$ cat config.mk
export PLATFORM = sky130hd
export DESIGN_NAME = brnch_pred_bht_btb
export DESIGN_NICKNAME = d
export VERILOG_FILES = /design/src/rtl/brnch_pred_bht_btb.sv
export SDC_FILE = /design/constraint.sdc
export NUM_CORES = 1
export LEC_CHECK = 0
export CELL_PAD_IN_SITES_DETAIL_PLACEMENT = 1
export CELL_PAD_IN_SITES_GLOBAL_PLACEMENT = 2
export CORE_ASPECT_RATIO = 1.4
export CORE_MARGIN = 3
export CORE_UTILIZATION = 40
export CTS_CLUSTER_SIZE = 16
export DETAILED_ROUTE_END_ITERATION = 10
export HOLD_SLACK_MARGIN = 0.15
export PLACE_DENSITY_LB_ADDON = 0.1
export SLEW_MARGIN = 0
export SYNTH_ARGS = -nofsm -noshare
export SYNTH_HDL_FRONTEND = slang
export SYNTH_SLANG_ARGS = --single-unit
$ cat constraint.sdc
create_clock -name clk -period 5.3 [get_ports clk]
set_clock_uncertainty 0.1 [all_clocks]
set_input_delay 1.06 -clock clk [delete_from_list [all_inputs] [get_ports clk]]
set_output_delay 1.06 -clock clk [all_outputs]
set_load 0.005 [all_outputs]
$ cat src/rtl/brnch_pred_bht_btb.sv
// Direct-mapped tagged BHT (saturating counters) + BTB; lookup 0 cycles, update visible next cycle.
// No backpressure: updates during a table clear (busy_o) are dropped. Optional stats: BRNCH_PRED_STATS_EN.
module brnch_pred_bht_btb #(
    parameter int ENTRIES = 16,
    parameter int ADDR_W  = 32,
    parameter int CTR_W   = 2,
    parameter int TAG_W   = 8
) (
    input  logic              clk,
    input  logic              rst_n,
    input  logic [ADDR_W-1:0] lkp_pc_i,
    output logic              pred_hit_o,
    output logic              pred_taken_o,
    output logic [ADDR_W-1:0] pred_target_o,
    input  logic              upd_valid_i,
    input  logic [ADDR_W-1:0] upd_pc_i,
    input  logic              upd_taken_i,
    input  logic [ADDR_W-1:0] upd_target_i,
    input  logic              upd_mispred_i,
    input  logic              flush_i,
    output logic              busy_o
`ifdef BRNCH_PRED_STATS_EN
    ,
    input  logic              stat_clr_i,
    output logic [31:0]       stat_branches_o,
    output logic [31:0]       stat_mispred_o
`endif
);
    localparam int IDX_W = $clog2(ENTRIES);
    localparam logic [CTR_W-1:0] CTR_WT = CTR_W'(1) << (CTR_W - 1);
    localparam logic [CTR_W-1:0] CTR_WN = CTR_WT - CTR_W'(1);
    localparam logic [CTR_W-1:0] CTR_MAX = '1;

    typedef enum logic {IDLE, CLEAR} state_t;

    state_t            state;
    logic [IDX_W-1:0]  ptr;
    logic [ENTRIES-1:0] vld_q;
    logic [TAG_W-1:0]  tag_q [ENTRIES];
    logic [CTR_W-1:0]  ctr_q [ENTRIES];
    logic [ADDR_W-1:0] tgt_q [ENTRIES];

    logic [IDX_W-1:0]  lkp_idx, upd_idx;
    logic [TAG_W-1:0]  lkp_tag, upd_tag;
    logic              lkp_hit, upd_hit, upd_acc;
    logic [CTR_W-1:0]  upd_ctr;

    assign lkp_idx = lkp_pc_i[IDX_W+1:2];
    assign lkp_tag = lkp_pc_i[IDX_W+TAG_W+1:IDX_W+2];
    assign upd_idx = upd_pc_i[IDX_W+1:2];
    assign upd_tag = upd_pc_i[IDX_W+TAG_W+1:IDX_W+2];

    // Lookup is blanked while the table is being cleared.
    assign lkp_hit       = (state == IDLE) && vld_q[lkp_idx] && (tag_q[lkp_idx] == lkp_tag);
    assign pred_hit_o    = lkp_hit;
    assign pred_taken_o  = lkp_hit && ctr_q[lkp_idx][CTR_W-1];
    assign pred_target_o = lkp_hit ? tgt_q[lkp_idx] : '0;
    assign busy_o        = (state == CLEAR);

    assign upd_hit = vld_q[upd_idx] && (tag_q[upd_idx] == upd_tag);
    assign upd_acc = upd_valid_i && (state == IDLE) && !flush_i;

    always_comb begin
        upd_ctr = ctr_q[upd_idx];
        if (upd_hit) begin
            if (upd_taken_i) begin
                if (ctr_q[upd_idx] != CTR_MAX) upd_ctr = ctr_q[upd_idx] + CTR_W'(1);
            end else begin
                if (ctr_q[upd_idx] != '0) upd_ctr = ctr_q[upd_idx] - CTR_W'(1);
            end
        end else begin
            upd_ctr = upd_taken_i ? CTR_WT : CTR_WN;
        end
    end

    always_ff @(posedge clk or negedge rst_n) begin
        if (!rst_n) begin
            state <= IDLE;
            ptr   <= '0;
            vld_q <= '0;
            for (int i = 0; i < ENTRIES; i++) begin
                tag_q[i] <= '0;
                ctr_q[i] <= '0;
                tgt_q[i] <= '0;
            end
        end else begin
            case (state)
                IDLE: begin
                    if (flush_i) begin
                        state <= CLEAR;
                        ptr   <= '0;
                    end else if (upd_valid_i) begin
                        vld_q[upd_idx] <= 1'b1;
                        tag_q[upd_idx] <= upd_tag;
                        ctr_q[upd_idx] <= upd_ctr;
                        // A hit keeps its target on not-taken; an allocation always writes it.
                        if (!upd_hit || upd_taken_i) tgt_q[upd_idx] <= upd_target_i;
                    end
                end
                CLEAR: begin
                    vld_q[ptr] <= 1'b0;
                    ctr_q[ptr] <= '0;
                    tgt_q[ptr] <= '0;
                    if (flush_i) begin
                        ptr <= '0;
                    end else if (ptr == IDX_W'(ENTRIES - 1)) begin
                        state <= IDLE;
                        ptr   <= '0;
                    end else begin
                        ptr <= ptr + IDX_W'(1);
                    end
                end
                default: state <= IDLE;
            endcase
        end
    end

`ifdef BRNCH_PRED_STATS_EN
    always_ff @(posedge clk or negedge rst_n) begin
        if (!rst_n) begin
            stat_branches_o <= '0;
            stat_mispred_o  <= '0;
        end else if (stat_clr_i) begin
            stat_branches_o <= '0;
            stat_mispred_o  <= '0;
        end else if (upd_acc) begin
            if (stat_branches_o != 32'hFFFF_FFFF) stat_branches_o <= stat_branches_o + 32'd1;
            if (upd_mispred_i && stat_mispred_o != 32'hFFFF_FFFF)
                stat_mispred_o <= stat_mispred_o + 32'd1;
        end
    end

    logic unused_pc;
    assign unused_pc = ^{lkp_pc_i, upd_pc_i};
`else
    logic unused_pc;
    assign unused_pc = ^{lkp_pc_i, upd_pc_i, upd_mispred_i, upd_acc};
`endif
endmodule

# ---- Word level (Yosys, flattened, before mapping)
# Cells that the tools add are included.
# W data, S select, Z words.
dict set report classes {
  add_sub_neg 3
  bitwise 12
  n_reduce_logical 14
  eq_ne 8
  n_mux 60
  n_lt_le_gt_ge 10
}
# cell count
set ops {}
lappend ops {{$mux W512} 3}
lappend ops {{$pmux W512 S2} 1}
lappend ops {{$and A512 B512 Y512} 1}
lappend ops {{$bwmux W512} 1}
lappend ops {{$not A512 Y512} 1}
lappend ops {{$demux W32 S4} 2}
lappend ops {{$mux W32} 7}
lappend ops {{$bmux W32 S4} 1}
lappend ops {{$bwmux W128} 1}
lappend ops {{$bmux W8 S4} 2}
lappend ops {{$pmux W32 S2} 1}
lappend ops {{$mux W8} 5}
lappend ops {{$and A32 B32 Y32} 1}
lappend ops {{$bwmux W32} 1}
lappend ops {{$demux W8 S4} 1}
lappend ops {{$mux W16} 2}
lappend ops {{$not A32 Y32} 1}
lappend ops {{$pmux W16 S2} 1}
lappend ops {{$mux W2} 11}
lappend ops {{$and A16 B16 Y16} 1}
lappend ops {{$bmux W2 S4} 2}
lappend ops {{$demux W2 S4} 2}
lappend ops {{$eq A8 B8 Y1} 2}
lappend ops {{$not A16 Y16} 1}
lappend ops {{other kinds (25)} 55}
dict set report word_totals {
  word_cells 158
  output_inout_bits 35
  ff_bits 693
}

# ---- Longest topological paths before layout
dict set report depth {
  word_depth 12
  mapped_depth 13
  depth_no_buf 8
}

# ---- Worst setup path before layout
# No wires, ideal clock.
dict set report synth_timing {
  path_type {input to output}
  start {in lkp_pc_i[2]}
  end {out pred_taken_o}
  path_stages 9
  t_arrival_ns 3.791
  t_required_ns 4.140
  path_buffers 6
  setup_slack_ns 0.349
  path_cell_list {buf_2 buf_2 buf_2 buf_2 buf_2 buf_2 mux4_2 mux4_2 nor2b_1}
}
dict set report synth_between {
  elab_chain_cells 7
}
# element line
set synth_lines {}
lappend synth_lines {{start: declaration} 11} ;# input logic [ADDR_W-1:0] lkp_pc_i,
lappend synth_lines {{$not A4 Y5 (implied by the code)} {54, 56}}
lappend synth_lines {{$bmux W8 S4} 54} ;# assign lkp_hit = (state == IDLE) && vld_q[lkp_idx] && (tag_q[lkp_idx] == lkp_tag);
lappend synth_lines {{$mux W8 (implied by the code) (2 in series)} 54}
lappend synth_lines {{$eq A8 B8 Y1} 54}
lappend synth_lines {{$logic_and A1 B1 Y1} 54}
lappend synth_lines {{$logic_and A1 B1 Y1 *} 56} ;# assign pred_taken_o = lkp_hit && ctr_q[lkp_idx][CTR_W-1];
lappend synth_lines {{end: declaration} 13} ;# output logic pred_taken_o,
# Every way passes the cells marked *; elsewhere a longest branch is shown, timed or not. The select of a mux whose other input is x is not followed.

# ---- Worst setup path in the final report
dict set report layout_timing {
  start {in lkp_pc_i[3]}
  end {out pred_target_o[29]}
}
dict set report layout_between {
  elab_chain_cells 7
}
# element line
set layout_lines {}
lappend layout_lines {{$not A4 Y5 (implied by the code)} {54, 57}}
lappend layout_lines {{$bmux W8 S4} 54}
lappend layout_lines {{$mux W8 (implied by the code) (2 in series)} 54}
lappend layout_lines {{$eq A8 B8 Y1} 54}
lappend layout_lines {{$logic_and A1 B1 Y1} 54}
lappend layout_lines {{$mux W32 *} 57} ;# assign pred_target_o = lkp_hit ? tgt_q[lkp_idx] : '0;
lappend layout_lines {{end: declaration} 14} ;# output logic [ADDR_W-1:0] pred_target_o,
# Marks and branches as above.

==> impl_metrics.json <==
{
  "pin_count": 137,
  "seq_area_mm2": 0.0173,
  "cpMaxStageDelayCell": "clkdlybuf4s50_1",
  "rsz0062_at_grt": "false",
  "grtUsageTotal_pct": 27.6,
  "fin_ws_ps": 98.3,
  "dieArea_mm2": 0.0848,
  "crit_buf_inv": 5,
  "cap_violations": 0,
  "gp_congestion": 0.815,
  "p_total_mw": 11.9,
  "startpoint_type": "input pin",
  "start_util_pct": 40.4,
  "hp-class": "input pin to async pin",
  "vias": 22300,
  "area_delta_synth_final_pct": 17.4,
  "drtIter0Drc": 1673,
  "cp.required_ps": 4140,
  "cts_made_buffers": 75,
  "drt.antenna.violating_nets": 0,
  "syn_inst": 2300,
  "grt_overflow_total": 0,
  "async_flop_share_pct": 100,
  "dp_slack_ps": -98.0,
  "synth-main-ff-cell": "dfrtp_1",
  "clk_pin_slew_ps": 60,
  "critPathCaptureType": "output pin",
  "synth.area.top_cells": "dfrtp_1 (53%), mux4_2 (17%), a22o_1 (14%), mux2_2 (2.1%), nand2_1 (1.7%)",
  "syn_area_mm2": 0.0325,
  "cts_tree": "yes",
  "power.internal_mw": 9.09,
  "fillers": 7788,
  "synth_edf_count": 0,
  "path_class": "input pin to output pin",
  "dr.pass1.iters": 5,
  "dieHeight_um": 343,
  "slowest_delay_ps": 510,
  "seq_area_frac_synth_pct": 53.3,
  "synth_top_cell_by_area": "dfrtp_1",
  "drive_above_1_share_pct": 26.2,
  "placed_cell_area_mm2": 0.0355,
  "synth_nets": 2406,
  "routed_wirelength_mm": 115,
  "min_period_over_period_pct": 98.1,
  "nNetsFinal": 2459,
  "cp_data_arrival_time_ps": 4040,
  "p_seq_share_pct": 44.8,
  "status": "completed",
  "die_w_um": 247,
  "vdd_drop_max_v": 0.000251,
  "ys.warnings.count": 0,
  "period_needed_ps": 5200,
  "insertion_delay_ps": 640,
  "grt_pass1_wl_mm": 172,
  "rows": 123,
  "core_region_area_mm2": 0.0805,
  "clock-sinks": 693,
  "drv_slew": 0,
  "synth_top_area_share_pct": 53.3,
  "grt_max_degree": 153,
  "switching_share_pct": 23.8,
  "crit_family": "buffers and inverters",
  "hold_ws_ps": 322,
  "root_buffer": "clkbuf_16",
  "crit_path_max_fanout": 18,
  "cts_htree_levels": 3,
  "path_cells": "clkbuf_8 > buf_4 > mux4_2 > nor2b_1 > a211oi_2 > a21oi_1 > xor2_1 > nor2_1 > nand4_1 > buf_12 > buf_12 > nor2b_1 > clkdlybuf4s50_1",
  "place_hpwl_mm": 71.8,
  "max_slew_margin_pct": 37.1,
  "power.leakage_nw": 17.2,
  "ys_ff_latch": 693,
  "drc_errors": 0,
  "io_buffers": 95,
  "grt_pass1_vias": 24700,
  "yosysUniqueCellTypes": 60,
  "design_area_mm2": 0.0382,
  "finalHoldViolCount": 0,
  "p_switching_mw": 2.83,
  "p_clk_share_pct": 48.9,
  "combPwrFrac_pct": 6.3,
  "powerDensity_mw_per_mm2": 312,
  "setup_violations": 0,
  "antenna_found_initial": 5,
  "fmax_mhz": 192,
  "syn_avg_cell_area_um2": 14.1,
  "routed_via_density": 6.41,
  "clock_path_buffers": 3,
  "wl_per_cell_um": 33.1,
  "tightest_slew_ps": 941,
  "multi_input_area_mm2": 0.0137
}
-- registers in the layout, indices dropped and copies added (netlist names) --
register  flops
vld_q        16
tag_q       128
ptr           4
ctr_q        32
tgt_q       512
busy_o        1
-- metrics by stage --
| stage | cells | utilization, % | TNS (ps) |
|---|---|---|---|
| 4_1_cts | 3474 | 47.4 | 0 |
| 6_report | 3477 | 47.4 | 0 |
| 3_3_place_gp | 3338 | 44.0 | -2490 |
| 3_5_place_dp | 3338 | 44.0 | -1830 |
| 2_1_floorplan | 2300 | - | 0 |
| 5_1_grt | 3475 | 47.4 | 0 |
-- cell type report --
cell class | count | share of cell area [%]
flip-flops and latches | 693 | 45.4
multi-input cells | 1324 | 36.0
repair buffers | 252 | 8.00
clock buffers | 108 | 5.72
well taps | 1062 | 3.48
clock inverters | 28 | 1.32
inverters | 7 | 0.0688
diodes | 3 | 0.0197
-- cell usage after synthesis, drive strengths merged, types with 7 or more instances --
master	number
dfrtp	693
nand2	151
nand3	31
xnor2	8
nand2b	7
o21ai	83
a21o	17
mux2i	26
clkbuf	103
mux2	61
nor2	34
nor2b	46
a22o	513
xor2	9
buf	173
a21oi	25
mux4	250
-- cells in the final DEF, fill, tap and decap left out, types with 3 or more instances in the layout --
cell type and n:
mux2_2 61, and2_1 3, buf_12 73, a31oi_1 4, mux4_2 250, o21ai_0 82, nor3_1 6, ha_1 4
nand2_1 151, a221oi_1 5, xnor2_1 8, clkinv_2 10, buf_4 87, inv_1 6, xor2_1 9, clkbuf_8 13
bufinv_16 13, clkbuf_16 78, nor2_4 16, dfrtp_1 693, a21o_2 14, o21a_1 3, clkdlybuf4s50_1 86, a21oi_1 25
diode_2 3, nand2b_1 7, mux2i_1 26, a22o_1 513, nor2b_1 46, a21o_1 3, clkbuf_1 18, nor2_1 18
nand3_1 31
-- logic make-up after synthesis --
| kind of cell | Yosys count | synth area share [%] |
|---|---|---|
| AND/OR/NAND/NOR | 296 | 4.44 |
| XOR/XNOR | 17 | 0.458 |
| AO/OA/AOI/OAI | 670 | 16.7 |
| multiplexers | 337 | 20.2 |
| buffers and inverters | 283 | 4.73 |
| flip-flops | 693 | 53.3 |
| adder cells (fa/ha/maj) | 4 | 0.154 |
-- per-layer routing --
metal	GRT usage, %	wire length, um	vias up	part of all wire [%]
met5	0	23	-	0.020
met4	9.54	4020	4	3.5
met1	35.3	45600	12200	40
met2	47.4	58800	838	51
li1	-	-	8982	-
met3	4.82	6620	208	5.7
-- path summary, 6_finish.rpt --
path                                   startpoint                     end  slack, ps  cells after the start
min                                         rst_n  tgt_q[509]$_DFFE_PN0P_        320                      1
max                                   lkp_pc_i[3]       pred_target_o[29]        100                     13
max reg2reg                 tag_q[17]$_DFFE_PN0P_  tgt_q[465]$_DFFE_PN0P_       1740                     12
min reg2reg                tgt_q[497]$_DFFE_PN0P_  tgt_q[497]$_DFFE_PN0P_        400                      1
min in group clk           tgt_q[497]$_DFFE_PN0P_  tgt_q[497]$_DFFE_PN0P_        400                      1
max in group asynchronous                   rst_n  tgt_q[230]$_DFFE_PN0P_       3480                      2
-- what timing repair did --
item,4_1_cts,5_1_grt
buffers inserted,0,0
pin swaps,0,1
gates cloned,0,0
endpoints found under the setup margin,31,33
hold buffers,0,0
resized for setup,2,4
-- power groups by stage --
stage / Clock, mW / Sequential (mW) / Combinational (mW)
after floorplan: 0 / 5.43 / 0.381
after global placement: 0 / 5.44 / 0.749
after detailed placement: 0 / 5.44 / 0.759
after CTS: 5.95 / 5.34 / 0.763
after global routing: 6.18 / 5.34 / 0.802
final: 5.83 / 5.35 / 0.747
(Power assumes the default switching activity.)
